**src/rtl/clock_pkg.sv**
```systemverilog
// Shared types and BCD helpers for the time-of-day core and its alarm/ring logic.
// Pure declarations: no state, no timing of its own.
package clock_pkg;

   typedef logic [7:0] bcd8_t;

   typedef struct packed {
      bcd8_t hour;
      bcd8_t min;
      bcd8_t sec;
   } time_t;

   typedef enum logic [1:0] {
      IDLE   = 2'd0,
      RING   = 2'd1,
      SNOOZE = 2'd2
   } ring_state_e;

   localparam bcd8_t MAX_SEC  = 8'h59;
   localparam bcd8_t MAX_MIN  = 8'h59;
   localparam bcd8_t MAX_HOUR = 8'h23;

   // Both digits decimal and the value within the field's range.
   function automatic logic bcd_valid(input bcd8_t v, input bcd8_t lim);
      return (v[7:4] <= 4'd9) && (v[3:0] <= 4'd9) && (v <= lim);
   endfunction

   function automatic bcd8_t bcd_inc(input bcd8_t v, input bcd8_t lim);
      if (v >= lim) return '0;
      if (v[3:0] == 4'd9) return {v[7:4] + 4'd1, 4'd0};
      return v + 8'd1;
   endfunction

endpackage

```
**src/rtl/bcd_counter_mod.sv**
```systemverilog
// Two-digit BCD modulo counter (0..MOD_MAX); load beats enable, carry is combinational.
// Latency: q updates on the edge after en/load; no backpressure, en and load always accepted.
module bcd_counter_mod
   import clock_pkg::*;
#(
   parameter bcd8_t MOD_MAX = 8'h59
) (
   input  logic  CP,
   input  logic  _CR,
   input  logic  en,
   input  logic  load,
   input  bcd8_t load_val,
   output bcd8_t q,
   output logic  carry
);

   always_ff @(posedge CP or negedge _CR) begin
      if (!_CR) begin
         q <= '0;
      end else if (load) begin
         q <= load_val;
      end else if (en) begin
         q <= bcd_inc(q, MOD_MAX);
      end
   end

   // High in the cycle whose enable wraps the counter back to 00.
   assign carry = en && !load && (q == MOD_MAX);

endmodule

```
**src/rtl/multi_alarm_timekeeper.sv**
```systemverilog
// BCD time-of-day with NUM_ALARMS alarm slots, ring/snooze FSM; HOURLY_CHIME_EN adds the hourly chime.
// Latency: all outputs registered, one cycle after the tick/strobe; no backpressure, strobes always accepted.
module multi_alarm_timekeeper
   import clock_pkg::*;
#(
   parameter  int NUM_ALARMS = 4,
   parameter  int RING_SECS  = 60,
   parameter  int SNOOZE_MIN = 5,
   localparam int IW         = (NUM_ALARMS > 1) ? $clog2(NUM_ALARMS) : 1
) (
   input  logic                  CP,
   input  logic                  _CR,
   input  logic                  tick_1hz,
   input  logic                  set_en,
   input  logic [23:0]           set_time,
   output logic                  set_err,
   input  logic                  alm_we,
   input  logic [IW-1:0]         alm_idx,
   input  logic [15:0]           alm_time,
   input  logic [NUM_ALARMS-1:0] alm_enable,
   input  logic                  snooze,
   input  logic                  dismiss,
   output logic [23:0]           show_time,
   output logic                  ring,
   output logic [IW-1:0]         ring_idx,
   output logic                  chime
);

   localparam logic [7:0]  RING_LOAD = 8'(RING_SECS);
   localparam logic [11:0] SNZ_LOAD  = 12'(SNOOZE_MIN * 60);

   time_t set_t;
   logic  set_valid;
   logic  set_ok;
   logic  set_err_q;
   logic  tick_eff;

   bcd8_t sec_q, min_q, hour_q;
   logic  sec_carry, min_carry, hour_carry_unused;

   assign set_t     = set_time;
   assign set_valid = bcd_valid(set_t.hour, MAX_HOUR) &&
                      bcd_valid(set_t.min,  MAX_MIN)  &&
                      bcd_valid(set_t.sec,  MAX_SEC);
   assign set_ok    = set_en && set_valid;
   // A tick colliding with a set strobe is dropped.
   assign tick_eff  = tick_1hz && !set_en;

   bcd_counter_mod #(.MOD_MAX(MAX_SEC)) u_sec (
      .CP       (CP),
      ._CR      (_CR),
      .en       (tick_eff),
      .load     (set_ok),
      .load_val (set_t.sec),
      .q        (sec_q),
      .carry    (sec_carry)
   );

   bcd_counter_mod #(.MOD_MAX(MAX_MIN)) u_min (
      .CP       (CP),
      ._CR      (_CR),
      .en       (sec_carry),
      .load     (set_ok),
      .load_val (set_t.min),
      .q        (min_q),
      .carry    (min_carry)
   );

   bcd_counter_mod #(.MOD_MAX(MAX_HOUR)) u_hour (
      .CP       (CP),
      ._CR      (_CR),
      .en       (min_carry),
      .load     (set_ok),
      .load_val (set_t.hour),
      .q        (hour_q),
      .carry    (hour_carry_unused)
   );

   always_ff @(posedge CP or negedge _CR) begin
      if (!_CR) begin
         set_err_q <= 1'b0;
      end else begin
         set_err_q <= set_en && !set_valid;
      end
   end

   assign set_err   = set_err_q;
   assign show_time = {hour_q, min_q, sec_q};

   // Alarm slot storage, {hour,min} BCD per slot.
   logic [15:0] slot_hm [NUM_ALARMS];
   logic        alm_ok;

   assign alm_ok = bcd_valid(alm_time[15:8], MAX_HOUR) && bcd_valid(alm_time[7:0], MAX_MIN);

   always_ff @(posedge CP or negedge _CR) begin
      if (!_CR) begin
         for (int i = 0; i < NUM_ALARMS; i++) slot_hm[i] <= '0;
      end else begin
         for (int i = 0; i < NUM_ALARMS; i++) begin
            if (alm_we && alm_ok && (alm_idx == IW'(i))) slot_hm[i] <= alm_time;
         end
      end
   end

   // Matching uses the {hour,min} the counters are about to take on this tick.
   bcd8_t          next_min, next_hour;
   logic           match_any;
   logic [IW-1:0]  match_idx;

   assign next_min  = bcd_inc(min_q, MAX_MIN);
   assign next_hour = (min_q == MAX_MIN) ? bcd_inc(hour_q, MAX_HOUR) : hour_q;

   always_comb begin
      match_any = 1'b0;
      match_idx = '0;
      for (int i = NUM_ALARMS - 1; i >= 0; i--) begin
         if (sec_carry && alm_enable[i] && (slot_hm[i] == {next_hour, next_min})) begin
            match_any = 1'b1;
            match_idx = IW'(i);
         end
      end
   end

   ring_state_e   state, state_nxt;
   logic [7:0]    ring_cnt, ring_cnt_nxt;
   logic [11:0]   snz_cnt, snz_cnt_nxt;
   logic [IW-1:0] ring_idx_q, ring_idx_nxt;
   logic          idx_armed;

   assign idx_armed = alm_enable[ring_idx_q];

   always_ff @(posedge CP or negedge _CR) begin
      if (!_CR) begin
         state      <= IDLE;
         ring_cnt   <= '0;
         snz_cnt    <= '0;
         ring_idx_q <= '0;
      end else begin
         state      <= state_nxt;
         ring_cnt   <= ring_cnt_nxt;
         snz_cnt    <= snz_cnt_nxt;
         ring_idx_q <= ring_idx_nxt;
      end
   end

   always_comb begin
      state_nxt    = state;
      ring_cnt_nxt = ring_cnt;
      snz_cnt_nxt  = snz_cnt;
      ring_idx_nxt = ring_idx_q;
      case (state)
         IDLE: begin
            if (match_any) begin
               state_nxt    = RING;
               ring_idx_nxt = match_idx;
               ring_cnt_nxt = RING_LOAD;
            end
         end
         RING: begin
            if (dismiss || !idx_armed) begin
               state_nxt = IDLE;
            end else if (snooze) begin
               state_nxt   = SNOOZE;
               snz_cnt_nxt = SNZ_LOAD;
            end else if (tick_1hz && (ring_cnt != 8'd0)) begin
               ring_cnt_nxt = ring_cnt - 8'd1;
               if (ring_cnt == 8'd1) state_nxt = IDLE;
            end
         end
         SNOOZE: begin
            if (dismiss || !idx_armed) begin
               state_nxt = IDLE;
            end else if (match_any) begin
               // A fresh alarm preempts the pending snooze.
               state_nxt    = RING;
               ring_idx_nxt = match_idx;
               ring_cnt_nxt = RING_LOAD;
            end else if (tick_1hz && (snz_cnt != 12'd0)) begin
               snz_cnt_nxt = snz_cnt - 12'd1;
               if (snz_cnt == 12'd1) begin
                  state_nxt    = RING;
                  ring_cnt_nxt = RING_LOAD;
               end
            end
         end
         default: state_nxt = IDLE;
      endcase
   end

   assign ring     = (state == RING);
   assign ring_idx = ring_idx_q;

`ifdef HOURLY_CHIME_EN
   logic chime_q;
   logic ring_start;

   assign ring_start = (state_nxt == RING) && (state != RING);

   // Hour rollover raises the chime for one second unless an alarm starts ringing on that tick.
   always_ff @(posedge CP or negedge _CR) begin
      if (!_CR) begin
         chime_q <= 1'b0;
      end else if (tick_1hz) begin
         chime_q <= min_carry && !ring_start;
      end
   end

   assign chime = chime_q;
`else
   assign chime = 1'b0;
`endif

endmodule
```
**config.mk**
```make
export PLATFORM = sky130hd
export DESIGN_NAME = multi_alarm_timekeeper
export DESIGN_NICKNAME = d
export VERILOG_FILES = /design/src/rtl/clock_pkg.sv /design/src/rtl/bcd_counter_mod.sv /design/src/rtl/multi_alarm_timekeeper.sv
export SDC_FILE = /design/constraint.sdc
export NUM_CORES = 1
export LEC_CHECK = 0
export CAP_MARGIN = 20
export CORE_ASPECT_RATIO = 1.5
export CORE_UTILIZATION = 35
export CTS_CLUSTER_SIZE = 14
export DETAILED_ROUTE_END_ITERATION = 6
export PLACE_DENSITY_LB_ADDON = 0.3
export SLEW_MARGIN = 0
export SYNTH_ARGS = -nofsm -noshare
export SYNTH_HDL_FRONTEND = slang
export SYNTH_SLANG_ARGS = --single-unit
export TNS_END_PERCENT = 30
```
**constraint.sdc**
```tcl
create_clock -name CP -period 9.8 [get_ports CP]
set_input_delay 1.47 -clock CP [delete_from_list [all_inputs] [get_ports CP]]
set_output_delay 1.47 -clock CP [all_outputs]
set_load 0.1 [all_outputs]
```
---- Word-level counts from Yosys, hierarchy flattened ----
Cells that the tools add are included.
W data, S select, Z words.
cells by class
  $add $sub $neg .......................... 8
  order comparisons ....................... 19
  equal/unequal tests ..................... 30
  mux-type cells .......................... 84
  reduce and logical (&&, ||, !) cells .... 54
operator list
  kind                     count
  $mux W8                  31
  $eq A16 B16 Y1           4
  $mux W12                 5
  $le A4 B4 Y1 const B     10
  $logic_and A1 B1 Y1      35
  $mux W2                  15
  $mux W1                  28
  $add A8 B1 Y8 const B    3
  $le A8 B7 Y1 const B     3
  $pmux W12 S2             1
  $pmux W8 S3              1
  $eq A8 B7 Y1 const B     2
  $ge A8 B7 Y1 const B     2
  $le A8 B6 Y1 const B     2
  $ne A2 B2 Y1 const B     7
  $add A4 B1 Y4 const B    3
  $eq A12 B1 Y1 const B    1
  $eq A4 B4 Y1 const B     3
  $reduce_bool A12 Y1      1
  $sub A12 B1 Y12 const B  1
  $reduce_bool A2 Y1       5
  $eq A8 B1 Y1 const B     1
  $ge A8 B6 Y1 const B     1
  $ne A4 B2 Y1 const B     2
  19 further kinds         28
storage, ports and cells
  register bits after elaboration ......... 113
  bits of input ports ..................... 53
  output and inout port bits .............. 29
  word-level logic and storage cells ...... 207

---- Depth between registers and ports, before layout ----
Gate-level depths: netlist of run 1.
  depth after elaboration ................. 20
  mapped depth ............................ 16
  mapped depth without buffers ............ 11

---- Hierarchy ----
From an unflattened synthesis of run 1, not the netlist that was laid out.
second synthesis, totals
  cell total of the unflattened synthesis .. 881
  area, all modules ....................... 8161.6 µm²
by module, submodules not included
  module                        times used  cells each  area each (µm²)  seq. area each (µm²)
  multi_alarm_timekeeper        1           680         6294.8           2227.1
  bcd_counter_mod at u_min ...  2           68          604.3            200.2
  bcd_counter_mod at u_hour     1           65          658.1            200.2

---- Least setup slack after synthesis of run 1 ----
No wires, ideal clock.
  kind .................................... reg2reg
  from .................................... register u_hour.q[4]
  to ...................................... register snz_cnt[11]
  setup time .............................. 124 ps
  arrival time ............................ 4217 ps
  required time ........................... 9676 ps
  setup slack ............................. 5459 ps
  cell stages (with the launch flop) ...... 16
  path buffers ............................ 4
  period minus slack after synthesis ...... 4341 ps
  cell sequence ........................... dfrtp_1 -> clkbuf_1 -> inv_1 -> ha_1 -> o31a_1 -> or3_1 -> buf_6 -> nor4_4 -> nor2_2 -> a2111o_1 -> or4_4 -> nand4_4 -> buf_8 -> buf_8 -> nor3_1 -> a211o_1
on the way
  longest elaborated chain between the ends .. 13
  elaborated cells on any way between the ends .. 22
  those cells by class .................... 2 x add/sub; 1 x order compare; 5 x eq/ne; 9 x mux; 5 x reduce/logical
ends and longest elaborated chain
  element                          RTL line                       text
  start: declaration               bcd_counter_mod.sv:13          output bcd8_t q,
  start signal: assignment         bcd_counter_mod.sv:21          q <= load_val;
  start signal: assignment         bcd_counter_mod.sv:23          q <= bcd_inc(q, MOD_MAX);
  $add A4 B1 Y4                    clock_pkg.sv:30                if (v[3:0] == 4'd9) return {v[7:4] + 4'd1, 4'd0};
  $mux W8                          clock_pkg.sv:30
  $mux W8                          clock_pkg.sv:31                return v + 8'd1;
  $mux W8                          clock_pkg.sv:30
  $mux W8 (*)                      multi_alarm_timekeeper.sv:112  assign next_hour = (min_q == MAX_MIN) ? bcd_inc(hour_q, MAX_HOUR) : hour_q;
  $eq A16 B16 Y1                   multi_alarm_timekeeper.sv:118  if (sec_carry && alm_enable[i] && (slot_hm[i] == {next_hour, next_min})) begin
  $logic_and A1 B1 Y1              multi_alarm_timekeeper.sv:118
  $mux W1 (3 in series)            multi_alarm_timekeeper.sv:118
  $mux W1 (*)                      multi_alarm_timekeeper.sv:118
  $ne A2 B2 Y1 (no line) (*)       n/a
  $reduce_and A6 Y1 (no line) (*)  n/a
  end signal: assignment           multi_alarm_timekeeper.sv:142  snz_cnt <= snz_cnt_nxt;
  end: declaration                 multi_alarm_timekeeper.sv:127  logic [11:0] snz_cnt, snz_cnt_nxt;
Every way passes the cells marked *; elsewhere a longest branch is shown, timed or not.
A chain may end at the register's enable or synchronous reset.

---- Worst setup path after layout of run 1 ----
  from .................................... input port tick_1hz
  to ...................................... register ring_cnt[7]
on the way
  longest elaborated chain between the ends .. 12
  elaborated cells on any way between the ends .. 25
  those cells by class .................... 4 x eq/ne; 7 x mux; 14 x reduce/logical
ends and longest elaborated chain
  element                            RTL line                       text
  start: declaration                 multi_alarm_timekeeper.sv:13   input logic tick_1hz,
  $logic_and A1 B1 Y1                multi_alarm_timekeeper.sv:47   assign tick_eff = tick_1hz && !set_en;
  $logic_and A1 B1 Y1 (2 in series)  bcd_counter_mod.sv:28          assign carry = en && !load && (q == MOD_MAX);
  $logic_and A1 B1 Y1 (2 in series)  multi_alarm_timekeeper.sv:118
  $mux W1 (4 in series)              multi_alarm_timekeeper.sv:118
  $mux W8                            multi_alarm_timekeeper.sv:174  end else if (match_any) begin
  $mux W8                            multi_alarm_timekeeper.sv:172  if (dismiss || !idx_armed) begin
  $pmux W8 S3                        multi_alarm_timekeeper.sv:152  case (state)
  end signal: assignment             multi_alarm_timekeeper.sv:141  ring_cnt <= ring_cnt_nxt;
  end: declaration                   multi_alarm_timekeeper.sv:126  logic [7:0] ring_cnt, ring_cnt_nxt;
Parallel ways exist; a longest one is shown, timed or not. The select of a mux whose other input is x is not followed.

==> results of run 1 <==
[routing by layer]
| metal | vias up | track usage | share of wire | wire length [µm] |
|---|---|---|---|---|
| li1 | 3077 | - | - | - |
| met1 | 3211 | 0.271 | 0.40 | 9450 |
| met2 | 257 | 0.398 | 0.50 | 11800 |
| met3 | 53 | 0.0355 | 0.048 | 1130 |
| met4 | 0 | 0.125 | 0.047 | 1100 |
| met5 | - | 0 | 0 | 0 |
[per-stage QoR]
step / util / area [µm²] / hold slack (ns)
6_report: 0.436 / 8860 / 0.480
5_1_grt: 0.436 / 8860 / 0.525
4_1_cts: 0.436 / 8860 / 0.479
3_5_place_dp: 0.406 / 8250 / 0.466
3_3_place_gp: 0.406 / 8250 / 0.461
2_1_floorplan: - / 7250 / 0.444
[power groups by stage]
stage / combinational [mW] / clock [mW] / sequential (mW)
floorplan: 0.165 / 0 / 0.659
global placement: 0.370 / 0 / 0.582
detailed placement: 0.370 / 0 / 0.582
CTS: 0.372 / 0.654 / 0.574
global route: 0.396 / 0.673 / 0.584
finish: 0.372 / 0.641 / 0.577
[synthesized netlist by cell type (11+ instances only)]
| library cell | count | share of area |
|---|---|---|
| nand2b_1 | 16 | 0.014 |
| mux2_2 | 54 | 0.084 |
| o21ai_0 | 46 | 0.032 |
| a22oi_1 | 11 | 0.011 |
| nor2b_1 | 17 | 0.015 |
| nand2_1 | 73 | 0.038 |
| nor4_1 | 14 | 0.012 |
| xnor2_1 | 20 | 0.024 |
| and2_1 | 11 | 0.0095 |
| inv_1 | 24 | 0.012 |
| nor3_1 | 29 | 0.020 |
| nand4_1 | 17 | 0.015 |
| nor2_1 | 34 | 0.018 |
| ha_1 | 12 | 0.021 |
| nand3_1 | 21 | 0.014 |
| a21oi_1 | 31 | 0.021 |
| dfrtp_1 | 113 | 0.39 |
| clkbuf_1 | 28 | 0.014 |
| or3_1 | 11 | 0.0095 |
[area by class of cell]
class | instances | area share
multi-input cells | 601 | 0.470
flip-flops and latches | 113 | 0.319
repair buffers | 86 | 0.0952
clock buffers | 19 | 0.0500
well taps | 264 | 0.0373
clock inverters | 13 | 0.0182
inverters | 24 | 0.0102
[flip-flops by register name, summed over array words and instances (netlist names)]
| register | cells |
|---|---|
| slot_hm | 64 |
| state | 2 |
| ring_idx | 2 |
| set_err | 1 |
| u_sec.q | 8 |
| u_min.q | 8 |
| ring_cnt | 8 |
| snz_cnt | 12 |
| u_hour.q | 8 |
[logic make-up after synthesis]
group                    after synthesis  synth area share
other                                  1          0.000517
buffers and inverters                 64            0.0386
flip-flops                           113             0.390
AND/OR/NAND/NOR                      287             0.217
XOR/XNOR                              28            0.0338
AO/OA/AOI/OAI                        212             0.204
multiplexers                          61            0.0952
adder cells (fa/ha/maj)               12            0.0207
[worst max path at each step]
stage | from | endpoint | slack, ns | depth (start not counted)
global placement | tick_1hz | ring_cnt[7] | 5.03 | 11
CTS | tick_1hz | ring_cnt[7] | 5.39 | 11
finish | tick_1hz | ring_cnt[7] | 5.33 | 11
detailed placement | tick_1hz | ring_cnt[7] | 4.99 | 11
global route | u_hour.q[4] | ring_cnt[6] | 5.15 | 10
floorplan | u_hour.q[4] | snz_cnt[11] | 5.46 | 15
==> impl_results.md, run 1 <==
- Status: finished clean
- Max cap viols: 0
- Worst skew pair latency: roughly 0.42 ns
- Reg2Reg Setup Slack: ~5.4 ns
- Setup TNS: 0 ns
- CP Launch Type: input port
- Fraction of layout cells with a size suffix above 1: 0.130
- Power Dens Cells: 179 nW/µm²
- Most frequent cells in the layout: dfrtp_1 (113), clkdlybuf4s50_1 (79), nand2_1 (73)
- H-tree depth: 4
- First-pass GRT wire length: 37300 µm
- Multi-input gate area: 4160 µm²
- DR WL/cell: 21.0 µm
- Chip Width: about 120 µm
- CTS tree: done
- TritonCTS Sinks: about 110
- Number of vias per cell: between 5 and 6
- Min cycle time layout: 4.47 ns
- Worst path arrival time: 4.75 ns
- Largest net degree at the start of global routing: 59
- First DRT Iteration DRCs: around 630
- Async set or reset register ratio after synthesis: 1.00
- Total power: roughly 1.6 mW
- CP top delay family: simple AND/OR/NAND/NOR gates
- Crit path kind: in -> reg
- Final wirelength: ~23000 µm
- Yosys Warn Count: 0
- Fillers: 1975
- Most common cell after layout, fill and taps aside: dfrtp_1
- Synth unique cells: between 70 and 80
- Gate power share: 0.234
- Non-Filler Instances: ~1100
- Crit path required time: 10.09 ns
- Sw Share: 0.343
- Final setup vio count: 0
- Layout area overhead: 22.1%
- RSZ-0062 raised after global routing: false
- WHS Path Cells: 1
- Hold WC Path Type: reg -> reg
- Critical path buffers and inverters: 2
- Reg2Reg Depth: 10
- Reg power frac: 0.363
- Via count of the first global-routing pass: between 6000 and 7000
- Max VDD drop: 0.119 mV
- CTS Buf Count: 17
- Ys flop type: dfrtp_1
- CTS Hold Bufs: 0
- CP max FO: 26
- Routed via count: 6598
- Clock share of power: 0.403
- Cell count after synthesis: 778
- Antenna violations before repair: 0
- Mapped cell area: 7250 µm²
- Port Buf Inserts: 80
- CP max stage cell: clkdlybuf4s50_1
- Worst r2r src: u_hour.q[4]
- Die Ht: 178 µm
- Root Buffer: clkbuf_16
- Initial core utilization: 0.357
- Worst Max-Slew Pin Slew: 1.01 ns
- Max stage delay on crit path: 0.61 ns
- Core ar.: 20300 µm²
- Post-Syn Nets: between 800 and 900
- GR Overflow Total: 0
- Clk pin slew, worst setup/hold paths: 0.06 ns
- Worst Hold Path EP: slot_hm[7]
- Seq/Total Area, Yosys: 0.390
- Row cnt: 64
- Post-CTS Repair Setup Buffers: 0
- Worst R2R End: ring_cnt[7]
- Final Net Count: 908
- CTS resizes: 0
- RD Place Congestion: 0.952
- Leak: 3.64 nW
- Die area: 21300 µm²
- Pins over their slew limit: 0
- Fmax: about 220 MHz
- NetSw: 0.545 mW
- Final hold violation count: 0
- Ports: 82
- Int Power: 1.04 mW
- Clk buf depth: 2
- Worst setup margin: between 5 and 6 ns
- Period utilisation layout: 0.456
- Crit end category: flop
- Placed Cells: 1088
- HPWL Detailed: approximately 17000 µm
- Crit path cell chain: clkdlybuf4s50_1 -> nand2b_1 -> nor4_1 -> buf_4 -> o2111ai_1 -> a211oi_1 -> nand4_1 -> or4_4 -> nand4_4 -> o21a_2 -> o21ai_0
- Syn Area/Cell: 9.32 µm²
- Number of synthesized flops with an enable pin: 0
- # DRC: 0
- Worst slack at placement: 4.99 ns
- DRT antenna net count: 0
- Slew margin rel.: 0.328
- Hold Startpoint: slot_hm[7]
- Ant diodes: 0
- Max Clock Skew: between 0.01 and 0.015 ns
- Initial DRT Pass Iterations: 5
- Register area: 2830 µm²
- GR Util All Layers: 0.230
- Yosys reg bits: 113
(Power assumes the default switching activity.)
==> run 2: changes to the inputs <==
==> constraint.sdc (replaced) <==
create_clock -name CP -period 3.65 [get_ports CP]
set_input_delay 0.5475 -clock CP [delete_from_list [all_inputs] [get_ports CP]]
set_output_delay 0.5475 -clock CP [all_outputs]
set_load 0.1 [all_outputs]
==> run 2 against run 1 <==
Compared with the run above:
- wire length increased by 4.7%
- hold slack got worse by 0.24 ns
- core utilization rose by 4.0 points
- via count rose by 5.6%
- clock skew decreased by 0.0064 ns
- power rose to 2.8 times the previous value
- worst setup slack lost 5.2 ns
- critical endpoint is now snz_cnt[11]
- largest power group unchanged
==> impl_results.md, run 2 (synthesized netlist as in run 1, its figures left out) <==
- Status: finished clean (unchanged)
- Max Clock Skew: 0.00736 ns (was 0.0138 ns)
- Final Net Count: 997 (was 908)
- # DRC: 0 (unchanged)
- Placed Cells: 1167 (was 1088)
- Core ar.: 20300 µm² (unchanged)
- Root Buffer: clkbuf_16 (unchanged)
- Port Buf Inserts: 80 (unchanged)
- Initial core utilization: 0.357 (unchanged)
- Fillers: 1956 (was 1975)
- Via count of the first global-routing pass: 7077 (was 6603)
- Initial DRT Pass Iterations: 7 (was 5)
- Power Dens Cells: 459 nW/µm² (was 179 nW/µm²)
- Worst r2r src: u_hour.q[4] (unchanged)
- Fmax: 283 MHz
- Worst skew pair latency: 0.43 ns (was 0.42 ns)
- Max cap viols: 0 (unchanged)
- Antenna violations before repair: 0 (unchanged)
- CTS Hold Bufs: 0 (unchanged)
- H-tree depth: 4 (unchanged)
- Ant diodes: 0 (unchanged)
- Biggest regs: slot_hm x64, snz_cnt x12 (unchanged)
- CTS Buf Count: 17 (unchanged)
- Final setup vio count: 0 (unchanged)
- Chip Width: 120 µm (unchanged)
- Layout area overhead: 33.4% (was 22.1%)
- Reg2Reg Depth: 12 (was 10)
- Most frequent cells in the layout: buf_4 (98), dfrtp_1 (98), clkdlybuf4s50_1 (76) (was dfrtp_1 (113), clkdlybuf4s50_1 (79), nand2_1 (73))
- Worst slack at placement: -0.0941 ns (was 4.99 ns)
- HPWL Detailed: 18700 µm (was 17400 µm)
- Worst path arrival time: 3.85 ns (was 4.75 ns)
- Crit path kind: reg -> reg (was in -> reg)
- GR Util All Layers: 0.242 (was 0.230)
- Die area: 21300 µm² (unchanged)
- Hold WC Path Type: in -> async (was reg -> reg)
- Number of vias per cell: 5.76 (was 5.89)
- Die Ht: 178 µm (unchanged)
- Final Instance Area: 9680 µm² (was 8860 µm²)
- CP max FO: 8 (was 26)
- Worst setup margin: 0.114 ns (was 5.33 ns)
- Min cycle time layout: between 3 and 4 ns
- Crit path required time: 3.96 ns (was 10.09 ns)
- TritonCTS Sinks: 113 (unchanged)
- Fraction of layout cells with a size suffix above 1: 0.242 (was 0.130)
- Setup TNS: 0 ns (unchanged)
- GR Overflow Total: 0 (unchanged)
- Max VDD drop: 0.326 mV (was 0.119 mV)
- DR WL/cell: 20.3 µm (was 21.0 µm)
- Pins over their slew limit: 0 (unchanged)
- Crit end category: flop (unchanged)
- Final hold violation count: 0 (unchanged)
- Non-Filler Instances: 1209 (was 1120)
- Reg2Reg Setup Slack: 0.11 ns (was 5.44 ns)
- Slew margin rel.: 0.331 (was 0.328)
- CTS tree: done (unchanged)
- DRT antenna net count: 0 (unchanged)
- Largest Register: slot_hm (unchanged)
- Dpl cell area: 8880 µm² (was 8250 µm²)
- Clk pin slew, worst setup/hold paths: 0.05 ns (was 0.06 ns)
- CP Launch Type: flop (was input port)
- Worst R2R End: snz_cnt[11] (was ring_cnt[7])
- Worst Max-Slew Pin Slew: 1.00 ns (was 1.01 ns)
- Clk buf depth: 2 (unchanged)
- Largest net degree at the start of global routing: 72 (was 59)
- Critical path launch point: u_hour.q[4] (was tick_1hz)
- Leak: 4.10 nW (was 3.64 nW)
- Ports: 82 (unchanged)
- Row cnt: 64 (unchanged)
- Period utilisation layout: 0.969
- First DRT Iteration DRCs: 504 (was 631)
- Largest register FFs: 64 (unchanged)
- Final wirelength: 24600 µm (was 23500 µm)
- First-pass GRT wire length: 39100 µm (was 37300 µm)
- Routed via count: 6965 (was 6598)
- RD Place Congestion: 0.922 (was 0.952)
run 2: cell types whose count changed in the layout (fill, tap and decap cells not counted), moves of 3 or more:
cell,previous run,this run
dfrtp_2,0,12
dfrtp_1,113,98
buf_4,7,98
clkdlybuf4s50_1,79,76
nor4_1,14,11
dfrtp_4,0,3
run 2: repair_timing:
action / 4_1_cts / 5_1_grt
endpoints found under the setup margin: 13 / 18
resized for setup: 4 / 10
buffers inserted: 7 / 2
cloned: 1 / 0
pin swaps: 4 / 3
run 2: where the power goes:
| group | internal [mW] | switching (mW) |
|---|---|---|
| clock | 1.22 | 0.587 |
| combinational | 0.418 | 0.704 |
| sequential | 1.37 | 0.143 |
| total | 3.00 | 1.43 |
run 2: metrics by stage:
step | util | hold WS, ns | total power [mW]
2_1_floorplan | - | 0.252 | 2.22
3_3_place_gp | 0.437 | 0.478 | 2.63
3_5_place_dp | 0.437 | 0.489 | 2.64
4_1_cts | 0.472 | 0.308 | 4.45
5_1_grt | 0.476 | 0.334 | 4.62
6_report | 0.476 | 0.244 | 4.44
run 2: worst max-delay path: stages (launching register included):
cell	delay, ns
dfrtp_4	0.50
ha_4	0.18
or3_4	0.41
or3_4	0.44
o31a_1	0.37
xnor2_1	0.20
a2111oi_0	0.10
nand4_1	0.11
buf_4	0.17
nand4_4	0.18
buf_4	0.19
o311a_1	0.32
a211o_1	0.26
run 2: how the worst max path moves through the flow:
| stage | to | slack [ns] | cells past startpoint |
|---|---|---|---|
| 2_1_floorplan | snz_cnt[4] | 0.01 | 14 |
| 3_3_place_gp | snz_cnt[8] | -0.10 | 12 |
| 3_5_place_dp | snz_cnt[8] | -0.09 | 12 |
| 4_1_cts | snz_cnt[5] | 0.03 | 13 |
| 5_1_grt | snz_cnt[8] | -0.003 | 12 |
| 6_report | snz_cnt[11] | 0.11 | 12 |
run 2: final cells by class:
class	instances	area [µm²]	share of cell area
Inverter	24	90.1	0.00931
Sequential cell	113	2850	0.295
Tap cell	264	330	0.0341
Timing Repair Buffer	174	1500	0.155
Clock buffer	21	450	0.0465
Clock inverter	11	185	0.0191
Multi-Input combinational cell	602	4270	0.441
run 2: layer usage:
layer  track usage  vias up  part of all wire
li1              -     3258                 -
met1         0.270     3429              0.39
met2         0.431      217              0.52
met3        0.0348       61             0.038
met4         0.150        0             0.052
met5             0        -                 0
